===== src/rtl/exp_engine.sv =====
// -----------------------------------------------------------------------------
// exp_engine
//   Iterative fixed-point exponential: y = e^x for unsigned Q0.16 x in [0, 1).
//   The result is a truncated Taylor series of N_TERMS terms. One shared
//   multiplier is used, and each term takes two multiply cycles: one by x and
//   one by the reciprocal coefficient 1/k. This block is the responder side of
//   a start/done handshake. done is high while idle (result held), low while
//   computing, and rises together with the new result.
//
// Parameters
//   N_TERMS  number of series terms summed (term_0 .. term_{N_TERMS-1}), 2..16
//
// Ports
//   clk    clock, all state changes on the rising edge
//   rst    synchronous active-high reset
//   start  level request, sampled only while idle
//   x      operand, unsigned Q0.16, captured when start is accepted
//   done   1 = idle with a valid/held result, 0 = computing
//   y      result, unsigned Q2.16, updated only at completion
// -----------------------------------------------------------------------------
module exp_engine #(
   parameter int N_TERMS = 8
) (
   input  logic        clk,
   input  logic        rst,
   input  logic        start,
   input  logic [15:0] x,
   output logic        done,
   output logic [17:0] y
);

   typedef enum logic [1:0] {
      IDLE  = 2'd0,
      MUL_X = 2'd1,
      MUL_C = 2'd2,
      FINAL = 2'd3
   } state_t;

   // k value of the last series multiply; the next step is the final sum
   localparam logic [3:0] K_LAST = 4'(N_TERMS - 1);

   state_t      state_r;
   logic [15:0] x_r;
   logic [16:0] term_r;    // Q1.16, never exceeds 1.0
   logic [17:0] acc_r;     // Q2.16 running sum
   logic [3:0]  k_r;

   logic [16:0] coef_s;
   logic [16:0] mul_b_s;
   logic [32:0] prod_s;
   logic [16:0] prod_q_s;

   // Reciprocal ROM: floor(65536 / k) in Q1.16, k = 1..15
   function automatic logic [16:0] coef_rom(input logic [3:0] k);
      logic [16:0] c;
      case (k)
         4'd1:    c = 17'd65536;
         4'd2:    c = 17'd32768;
         4'd3:    c = 17'd21845;
         4'd4:    c = 17'd16384;
         4'd5:    c = 17'd13107;
         4'd6:    c = 17'd10922;
         4'd7:    c = 17'd9362;
         4'd8:    c = 17'd8192;
         4'd9:    c = 17'd7281;
         4'd10:   c = 17'd6553;
         4'd11:   c = 17'd5957;
         4'd12:   c = 17'd5461;
         4'd13:   c = 17'd5041;
         4'd14:   c = 17'd4681;
         4'd15:   c = 17'd4369;
         default: c = 17'd0;
      endcase
      return c;
   endfunction

   // Shared multiplier: term times x in MUL_X, term times 1/k otherwise.
   // Both operands are at most 0x10000, so the product fits in 33 bits.
   // Dropping 16 LSBs then yields the same 17-bit slice in both cases.
   always_comb begin
      coef_s = coef_rom(k_r);
      if (state_r == MUL_X) begin
         mul_b_s = {1'b0, x_r};
      end else begin
         mul_b_s = coef_s;
      end
      prod_s   = {16'd0, term_r} * {16'd0, mul_b_s};
      prod_q_s = 17'(prod_s >> 16);
   end

   // Control FSM and datapath registers, with registered done/y
   always_ff @(posedge clk) begin
      if (rst) begin
         state_r <= IDLE;
         x_r     <= 16'd0;
         term_r  <= 17'd0;
         acc_r   <= 18'd0;
         k_r     <= 4'd0;
         done    <= 1'b1;
         y       <= 18'd0;
      end else begin
         case (state_r)
            IDLE: begin
               if (start) begin
                  x_r     <= x;
                  term_r  <= 17'h10000;
                  acc_r   <= 18'd0;
                  k_r     <= 4'd1;
                  done    <= 1'b0;
                  state_r <= MUL_X;
               end else begin
                  done    <= 1'b1;
                  state_r <= IDLE;
               end
            end
            MUL_X: begin
               acc_r   <= acc_r + {1'b0, term_r};
               term_r  <= prod_q_s;
               state_r <= MUL_C;
            end
            MUL_C: begin
               term_r <= prod_q_s;
               if (k_r == K_LAST) begin
                  state_r <= FINAL;
               end else begin
                  k_r     <= k_r + 4'd1;
                  state_r <= MUL_X;
               end
            end
            FINAL: begin
               // The last term is added directly into the published result
               y       <= acc_r + {1'b0, term_r};
               done    <= 1'b1;
               state_r <= IDLE;
            end
            default: begin
               done    <= 1'b1;
               state_r <= IDLE;
            end
         endcase
      end
   end

endmodule


===== config.mk =====
export PLATFORM = sky130hd
export DESIGN_NAME = exp_engine
export DESIGN_NICKNAME = d
export VERILOG_FILES = /design/src/rtl/exp_engine.sv
export SDC_FILE = /design/constraint.sdc
export NUM_CORES = 1
export LEC_CHECK = 0
export ABC_AREA = 1
export CORE_MARGIN = 1.5
export CORE_UTILIZATION = 39
export DETAILED_ROUTE_END_ITERATION = 8
export GPL_ROUTABILITY_DRIVEN = 0
export PLACE_DENSITY = 0.56
export SYNTH_ARGS = -nofsm -noshare
export SYNTH_HDL_FRONTEND = slang
export SYNTH_SLANG_ARGS = --single-unit

===== constraint.sdc =====
create_clock -name clk -period 8 [get_ports clk]
set_input_delay 2.4 -clock clk [delete_from_list [all_inputs] [get_ports clk]]
set_output_delay 2.4 -clock clk [all_outputs]
set_load 0.01 [all_outputs]

==> summary.md, run 1 <==
| Metric | Value |
|---|---|
| Post-synthesis cell type count | `45` |
| Fin Hold WS | `between 0.4 and 0.5 ns` |
| R2r setup slk | `0.56 ns` |
| CTS H-Tree Depth | `3` |
| Outcome | `complete, no violations` |
| CTS Hold Bufs | `0` |
| Area grow syn2layout | `8.54%` |
| Post-synth top flop | `dfxtp_1` |
| RSZ-0062 raised after global routing | `false` |
| Critical Path RT | `~8.2 ns` |
| Via density | `4.98` |
| Lkg Pwr | `between 8 and 9 nW` |
| Antenna violations before repair | `0` |
| Total core area | `36400 µm²` |
| Final period utilization | `93.1%` |
| Skew final | `0.0120 ns` |
| Routed Antenna Nets | `0` |
| Worst setup EP type | `flip-flop` |
| Largest net degree at the start of global routing | `between 40 and 50` |
| WL final | `42300 µm` |
| Synthesized instance count | `around 2000` |
| Peak VDD IR | `between 0.1 and 0.15 mV` |
| Overall die height | `195 µm` |
| Resized Gates After CTS | `0` |
| Worst Hold Class | `flip-flop to flip-flop` |
| Tmin final | `~7.4 ns` |
| Slew Limit Fails | `0` |
| DRC viols | `0` |
| Drt first pass iters | `7` |
| Port Buffers | `37` |
| ANT cells | `0` |
| Setup total negative slack | `0 ns` |
| Die W | `about 190 µm` |
| Ports | `38` |
| Worst slew margin | `15.2%` |
| Detailed Place HPWL | `approximately 34000 µm` |
| Post-Syn Area | `14400 µm²` |
| Insertion delay to the later sink of the worst-skew pair | `0.36 ns` |
| Syn_area_per_cell | `roughly 7.3 µm²` |
| Clock Tree Buf Depth | `2` |
| Power per cell area | `~80 nW/µm²` |
| GR Overflow Total | `0` |
| DIE AREA | `between 30000 and 40000 µm²` |
| FP Rows | `70` |
| CTS root buf | `clkbuf_16` |
| Post-synth ARST share | `0%` |
| DR vias | `between 10000 and 15000` |
| Synth Net Count | `2350` |
| Global-route wire length before repair | `between 60000 and 70000 µm` |
| Fill cells | `around 3800` |
| Max Fanout on Critical Path | `17` |
| Total GRT Usage | `between 20% and 30%` |
| Setup violators final | `0` |
| Critical path class | `flip-flop to flip-flop` |
| Crit path DAT | `7.65 ns` |
| Postcts setup bufs | `0` |
| Post-Place Setup Slack | `between 0.6 and 0.7 ns` |
| Max-Cap Viols | `0` |
| Max Freq | `134 MHz` |
| Worst slew pin tran | `1.26 ns` |
| Layout net count | `~2400` |
| Clock sinks | `92` |
| Routed WL per cell | `about 17 µm` |
| Clock Pin Slew Worst Setup and Hold Paths | `approximately 0.08 ns` |
| Yosys warning total | `0` |
| Synthesis-stage register bit count | `between 90 and 100` |
| Post-synthesis sequential area ratio | `about an eighth` |
| DRT iter0 DRCs | `between 800 and 900` |
| Starting density of the core | `between 30% and 40%` |
| Final Hold Viols | `0` |
| CP Launch Type | `flip-flop` |
| CTS Buf Count | `9` |
| EDFF count, synth | `0` |
| TritonCTS clock tree | `done` |
| Layout cell share with drive strength beyond 1 | `under 10%` |
| Setup ws final | `approximately 0.56 ns` |
| Vias in the first global route | `12500` |
## per-stage QoR
step                total power, mW  area [µm²]  instances  util (%)
finish                         1.25       15600       2472      42.8
global placement              0.800       15300       2454      41.9
detailed placement            0.803       15300       2456      41.9
global route                   1.31       15600       2472      42.8
floorplan                     0.683       14400       1979         -
CTS                            1.26       15600       2472      42.8
## power breakdown
part           leakage, nW  switching (mW)  internal (mW)  total [mW]
clock                0.153           0.198          0.254       0.451
combinational         7.19           0.220         0.0864       0.307
sequential           0.747          0.0129          0.477       0.490
## worst max-delay path, stage by stage, from the launching register on
cell	delay (ns)
dfxtp_1	0.39
inv_1	0.08
ha_1	0.18
buf_4	0.20
o21ai_0	1.00
inv_1	0.68
nand2_1	0.22
fa_1	0.46
fa_1	0.51
inv_1	0.06
fa_1	0.56
fa_1	0.43
fa_1	0.50
inv_1	0.05
fa_1	0.47
inv_1	0.04
ha_1	0.35
nand2_1	0.15
nor2_1	0.16
inv_1	0.08
nor3_1	0.22
nand3_1	0.17
nand3_1	0.11
nand2_1	0.05
nand3_1	0.07
a21oi_1	0.08
## Yosys cell counts, types with 2 or more instances
master,n,area [µm²]
nor2_4,2,22.5
a21boi_0,2,15.0
nand2_1,485,1820
ha_1,130,1630
nand2_4,3,33.8
o21ai_2,6,52.6
and3_1,2,12.5
inv_4,2,12.5
nand3_2,2,20.0
clkbuf_1,38,143
o21ai_1,6,30.0
buf_2,9,45.0
a21oi_1,76,380
fa_1,222,4440
o211ai_1,4,30.0
a21oi_2,2,17.5
nand3_1,72,360
and2_1,4,25.0
inv_2,8,30.0
or2_1,3,18.8
o22ai_1,2,12.5
o21bai_1,5,37.5
xor2_1,5,43.8
buf_4,4,30.0
a21o_1,3,22.5
nand4_1,11,68.8
nor4_1,2,12.5
or2_2,18,113
dfxtp_1,92,1840
o21ai_0,52,260
inv_1,445,1670
nor2_1,227,852
nor3_1,10,50.1
clkinv_1,5,18.8
xnor2_1,5,43.8
buf_1,2,7.51
nand3b_1,5,37.5
## final cells by class
class                           count  area (µm²)  share of cell area (%)
Multi-Input combinational cell   1374       10600                    67.8
Sequential cell                    92        1840                    11.8
Inverter                          460        1730                    11.1
Tap cell                          468         586                    3.76
Timing Repair Buffer               62         553                    3.55
Clock buffer                       10         239                    1.53
Clock inverter                      6        70.1                   0.449
## logic make-up after synthesis
| kind of cell | count (synthesis) | share of synthesized area (%) |
|---|---|---|
| simple gates | 849 | 24.2 |
| buf+inv | 513 | 13.6 |
| fa+ha+maj | 352 | 42.3 |
| compound gates | 162 | 6.25 |
| flops | 92 | 12.8 |
| xor+xnor | 11 | 0.801 |
## layout by cell type, fill, tap and decap left out, types with 5 or more instances in the layout
cell,instances
fa_1,222
or2_2,18
nor2_1,227
clkbuf_16,9
nor3_1,10
dfxtp_1,92
ha_1,130
xor2_1,5
inv_2,8
nand2_1,485
o21ai_0,50
nand3_1,72
clkinv_1,5
o21bai_1,5
a21oi_1,76
o21ai_2,7
buf_4,25
xnor2_1,5
inv_1,445
clkdlybuf4s50_1,36
o21ai_1,7
nand3b_1,5
nand4_1,11
## final timing paths
check	cells after the start	startpoint	endpoint
max	25	state_r[1]	term_r[9]
min reg2reg	2	acc_r[12]	acc_r[12]
min	2	acc_r[12]	acc_r[12]
max reg2reg	25	state_r[1]	term_r[9]
## registers in the layout (all words and copies together), names as in the netlist
register and cells:
state_r 2, done 1, acc_r 18, k_r 4, y 18, coef_s 16
term_r 17, x_r 16
## per-layer routing
layer	GRT usage [%]	routed length, µm
met1	30.3	18000
met2	39.9	20400
met3	2.41	2650
met4	7.01	1250
met5	0	0
Power figures use the tool's default switching activity.
==> inputs of run 2 (changes only) <==
SLEW_MARGIN = 25   (was default)
==> summary.md, run 2 (synthesis gave the netlist of run 1 again) <==
| Metric | Value |
|---|---|
| Final period utilization | `89.2% (-3.8 points)` |
| Insertion delay to the later sink of the worst-skew pair | `0.36 ns (about the same)` |
| Worst setup EP type | `flip-flop` |
| Total GRT Usage | `23.2% (+0.12 points)` |
| Largest regs | `acc_r: 18 flops, y: 18 flops, term_r: 17 flops` |
| Commonest non-fill, non-tap cell in the layout | `nand2_1` |
| Most frequent cells in the layout | `485 x nand2_1, 445 x inv_1, 227 x nor2_1` |
| Routed Antenna Nets | `0 (unchanged)` |
| Final core occ | `42.9% (+0.12 points)` |
| Die W | `195 µm (unchanged)` |
| Max incr delay on CP | `0.57 ns (-0.43 ns)` |
| Layout cell share with drive strength beyond 1 | `4.64% (+0.097 points)` |
| Vias in the first global route | `12612 (+0.90%)` |
| CTS root buf | `clkbuf_16` |
| Clock sinks | `92 (unchanged)` |
| Outcome | `complete, no violations` |
| Resized Gates After CTS | `0 (unchanged)` |
| Tmin final | `7.14 ns (-0.308 ns)` |
| Worst Hold Depth | `2 (unchanged)` |
| DR vias | `12324 (+0.11%)` |
| Max-Cap Viols | `0 (unchanged)` |
| WL final | `42200 µm (-0.26%)` |
| Detailed Place HPWL | `34200 µm (+0.19%)` |
| Port Buffers | `37 (unchanged)` |
| Peak VDD IR | `0.108 mV (-18%)` |
| DIE AREA | `38000 µm² (unchanged)` |
| Critical path class | `flip-flop to flip-flop` |
| Lkg Pwr | `8.10 nW (+0.16%)` |
| Max Fanout on Critical Path | `18 (+1)` |
| CTS Buf Count | `9 (unchanged)` |
| Drt first pass iters | `6 (-1)` |
| Starting density of the core | `39.4% (unchanged)` |
| Ports | `38 (unchanged)` |
| Clock Pin Slew Worst Setup and Hold Paths | `0.08 ns (about the same)` |
| Critical Path RT | `8.22 ns (+0.02 ns)` |
| Worst Hold Class | `flip-flop to flip-flop` |
| Slowest-stage cell, CP | `fa_1` |
| FP Rows | `70 (unchanged)` |
| Final Hold Viols | `0 (unchanged)` |
| Worst slew margin | `36.1% (+21 points)` |
| Setup total negative slack | `0 ns (unchanged)` |
| Routed WL per cell | `17.1 µm (-0.30%)` |
| Layout net count | `2371 (+0.042%)` |
| Postcts setup bufs | `0 (unchanged)` |
| Setup violators final | `0 (unchanged)` |
| Max Freq | `140 MHz (+4.3%)` |
| Skew final | `0.0111 ns (-0.000835 ns)` |
| Via density | `4.98 (about the same)` |
| Worst slew pin tran | `0.957 ns (-0.302 ns)` |
| RSZ-0062 raised after global routing | `false` |
| DRC viols | `0 (unchanged)` |
| Power per cell area | `80.2 nW/µm² (+0.18%)` |
| TritonCTS clock tree | `done` |
| Area grow syn2layout | `8.85%` |
| Largest net degree at the start of global routing | `47 (unchanged)` |
| Global-route wire length before repair | `68000 µm (+0.40%)` |
| CTS H-Tree Depth | `3 (unchanged)` |
| CTS Hold Bufs | `0 (unchanged)` |
| Reg2Reg Depth | `27 (+8.0%)` |
| Crit path DAT | `7.35 ns (-0.30 ns)` |
| Antenna violations before repair | `0 (unchanged)` |
| Overall die height | `195 µm (unchanged)` |
| Total core area | `36400 µm² (unchanged)` |
| DRT iter0 DRCs | `781 (-5.2%)` |
| CP Launch Type | `flip-flop` |
| GR Overflow Total | `0 (unchanged)` |
| Clock Tree Buf Depth | `2 (unchanged)` |
| Slew Limit Fails | `0 (unchanged)` |
| ANT cells | `0 (unchanged)` |
[run 2: cell count changes in the layout (fill, tap and decap cells not counted), sizes merged]
cell | previous run | this run
buf | 26 | 27
[run 2: critical path: cells and delay by family, from the launching register on]
family	cells	cell delay [ns]
adders and majority gates	8	3.43
and+or+nand+nor	9	1.43
buffers and inverters	8	1.29
AOI/OAI and AO/OA	2	0.48
DFF	1	0.35
[run 2: through the flow]
step	setup slack (ns)	instance area (µm²)	hold slack (ns)	power (mW)	std cells
3_5_place_dp	0.906	15300	0.455	0.805	2456
4_1_cts	0.896	15600	0.471	1.26	2472
3_3_place_gp	0.190	15300	0.453	0.800	2454
5_1_grt	0.412	15600	0.486	1.31	2473
2_1_floorplan	1.94	14400	0.447	0.683	1979
6_report	0.864	15600	0.466	1.25	2473
[run 2: layout make-up]
type / count / area, µm²
Tap cell: 468 / 586
Inverter: 460 / 1730
Sequential cell: 92 / 1840
Clock inverter: 6 / 70.1
Fill cell: 3844 / 20800
Timing Repair Buffer: 63 / 581
Multi-Input combinational cell: 1374 / 10600
Clock buffer: 10 / 239
[run 2: power by group]
part / internal, mW / leakage, nW / switching, mW
logic: 0.0885 / 7.20 / 0.222
registers: 0.477 / 0.747 / 0.0133
clock network: 0.254 / 0.153 / 0.199
total: 0.819 / 8.10 / 0.435
[run 2: worst paths after layout]
path | start | end | slack (ns)
max | state_r[1] | term_r[9] | 0.86
min | acc_r[12] | acc_r[12] | 0.47
max reg2reg | state_r[1] | term_r[9] | 0.86
min reg2reg | acc_r[12] | acc_r[12] | 0.47
[run 2: per-layer routing]
metal | vias to the layer above | wire length (µm) | global-route usage, % | share of wire, %
met4 | 0 | 1570 | 9.19 | 3.7
met3 | 80 | 2800 | 2.78 | 6.6
met1 | 5912 | 17800 | 30.0 | 42
met2 | 416 | 20000 | 39.5 | 47
met5 | - | 0 | 0 | 0
li1 | 5916 | - | - | -
==> inputs of run 3 (changes only) <==
SLEW_MARGIN = 30   (was 25)
==> summary.md, run 3 (synthesis gave the netlist of run 1 again) <==
| Metric | Value |
|---|---|
| Outcome | `complete, no violations` |
| Ports | `38 (unchanged)` |
| CTS root buf | `clkbuf_16` |
| Slowest-stage cell, CP | `inv_1` |
| Worst path bufs/invs | `9 (+1)` |
| WL final | `42100 µm (-0.33%)` |
| Die W | `195 µm (unchanged)` |
| Critical Path RT | `8.27 ns (+0.05 ns)` |
| Setup ws final | `0.865 ns (+0.000979 ns)` |
| R2r setup slk | `0.86 ns (about the same)` |
| Setup total negative slack | `0 ns (unchanged)` |
| Critical path class | `flip-flop to flip-flop` |
| Clock Tree Buf Depth | `2 (unchanged)` |
| Worst Hold Depth | `2 (unchanged)` |
| HP Start | `acc_r[12]` |
| FP Rows | `70 (unchanged)` |
| DR vias | `12318 (-0.049%)` |
| Skew final | `0.0105 ns (-0.000664 ns)` |
| Detailed Place HPWL | `34200 µm (about the same)` |
| Clock Pin Slew Worst Setup and Hold Paths | `0.08 ns (about the same)` |
| Worst slew margin | `41.7% (+5.5 points)` |
| Resized Gates After CTS | `0 (unchanged)` |
| Insertion delay to the later sink of the worst-skew pair | `0.36 ns (about the same)` |
| Final period utilization | `89.2% (about the same)` |
| Largest net degree at the start of global routing | `47 (unchanged)` |
| GR Overflow Total | `0 (unchanged)` |
| Worst slew pin tran | `0.874 ns (-0.0831 ns)` |
| Fill cells | `3821 (-0.60%)` |
| Overall die height | `195 µm (unchanged)` |
| Layout net count | `2369 (-0.084%)` |
| Total power | `1.24 mW (-0.94%)` |
| Postcts setup bufs | `0 (unchanged)` |
| DRC viols | `0 (unchanged)` |
| Port Buffers | `37 (unchanged)` |
| Clock sinks | `92 (unchanged)` |
| Max-Cap Viols | `0 (unchanged)` |
| Hold path endpoint | `acc_r[12]` |
| Crit path DAT | `7.40 ns (+0.05 ns)` |
| Antenna violations before repair | `0 (unchanged)` |
| TritonCTS clock tree | `done` |
| R2R Path End | `term_r[16]` |
| CTS Hold Bufs | `0 (unchanged)` |
| Max Freq | `140 MHz (about the same)` |
| Final core occ | `42.8% (-0.11 points)` |
| DRT iter0 DRCs | `709 (-9.2%)` |
| CP Launch Type | `flip-flop` |
| Drt first pass iters | `5 (-1)` |
| Post-route cell area | `15600 µm² (-0.26%)` |
| Area grow syn2layout | `8.57%` |
| Total GRT Usage | `23.1% (-0.071 points)` |
| Via density | `4.99 (about the same)` |
| Max incr delay on CP | `0.56 ns (about the same)` |
| Final Hold Viols | `0 (unchanged)` |
| Max Fanout on Critical Path | `18 (unchanged)` |
| RR Startpoint | `state_r[1]` |
| DIE AREA | `38000 µm² (unchanged)` |
| Most frequent cells in the layout | `485 x nand2_1, 445 x inv_1, 227 x nor2_1` |
| Routed WL per cell | `17.0 µm (-0.21%)` |
| Largest regs | `acc_r: 18 flops, y: 18 flops, term_r: 17 flops` |
| ANT cells | `0 (unchanged)` |
| Dpl cell area | `15300 µm² (about the same)` |
| Lkg Pwr | `8.08 nW (-0.32%)` |
| CTS H-Tree Depth | `3 (unchanged)` |
| Post-Place Setup Slack | `0.933 ns (+0.0274 ns)` |
| Worst setup EP type | `flip-flop` |
| Routed Antenna Nets | `0 (unchanged)` |
| Peak VDD IR | `0.119 mV (+10%)` |
| Global-route wire length before repair | `67800 µm (-0.36%)` |
| RSZ-0062 raised after global routing | `false` |
| CTS Buf Count | `9 (unchanged)` |
| Commonest non-fill, non-tap cell in the layout | `nand2_1` |
| Tmin final | `7.14 ns (-0.000979 ns)` |
| CP most frequent cell | `inv_1` |
| Power per cell area | `79.6 nW/µm² (-0.68%)` |
| Setup violators final | `0 (unchanged)` |
| Worst Hold Class | `flip-flop to flip-flop` |
| Reg2Reg Depth | `30 (+11%)` |
| Slew Limit Fails | `0 (unchanged)` |
| Layout cell share with drive strength beyond 1 | `4.55% (-0.093 points)` |
| Total core area | `36400 µm² (unchanged)` |
| Vias in the first global route | `12533 (-0.63%)` |
| Starting density of the core | `39.4% (unchanged)` |
| CP top delay family | `adder cells` |
[run 3: cell count changes in the layout (fill, tap and decap cells not counted)]
cell | previous run | this run
o21ai_2 | 7 | 8
buf_16 | 1 | 0
buf_2 | 1 | 0
clkbuf_8 | 1 | 0
o21ai_1 | 8 | 7
clkinvlp_4 | 0 | 1
clkinv_2 | 1 | 0
[run 3: worst reg2reg max path: cells and delay by family (launching register included)]
| kind | cells | cell delay [ns] |
|---|---|---|
| adders and majority gates | 8 | 3.39 |
| DFF | 1 | 0.35 |
| AOI/OAI and AO/OA | 2 | 0.70 |
| and+or+nand+nor | 11 | 1.31 |
| buffers and inverters | 9 | 1.30 |
[run 3: metal layers]
layer | vias up | routed length (µm) | global-route usage (%)
li1 | 5923 | - | -
met1 | 5964 | 17900 | 30.4
met2 | 358 | 20100 | 39.5
met3 | 73 | 2570 | 2.10
met4 | 0 | 1490 | 8.56
met5 | - | 0 | 0
[run 3: stage by stage]
stage | hold slack, ns | std cells
floorplan | 0.447 | 1979
global placement | 0.453 | 2454
detailed placement | 0.451 | 2455
CTS | 0.470 | 2470
global route | 0.486 | 2470
finish | 0.466 | 2470
[run 3: power breakdown]
group          switching, mW  leakage [nW]  internal [mW]
combinational          0.221          7.19         0.0868
clock                  0.200         0.142          0.244
sequential            0.0133         0.747          0.477
[run 3: cell type report]
cell class | instances | area (µm²) | area share [%]
flip-flops and latches | 92 | 1840 | 11.8
repair buffers | 61 | 548 | 3.51
clock inverters | 6 | 72.6 | 0.465
clock buffers | 9 | 225 | 1.44
well taps | 468 | 586 | 3.75
inverters | 460 | 1730 | 11.1
multi-input cells | 1374 | 10600 | 67.9
[run 3: worst max-delay path by stage]
stage / from / end / slack [ns] / depth (start not counted)
after floorplan: state_r[1] / term_r[16] / 1.94 / 32
after global placement: state_r[1] / term_r[12] / 0.19 / 26
after detailed placement: state_r[1] / term_r[16] / 0.93 / 30
after CTS: state_r[1] / term_r[16] / 0.92 / 30
after global routing: state_r[1] / term_r[16] / 0.39 / 30
final: state_r[1] / term_r[16] / 0.86 / 30
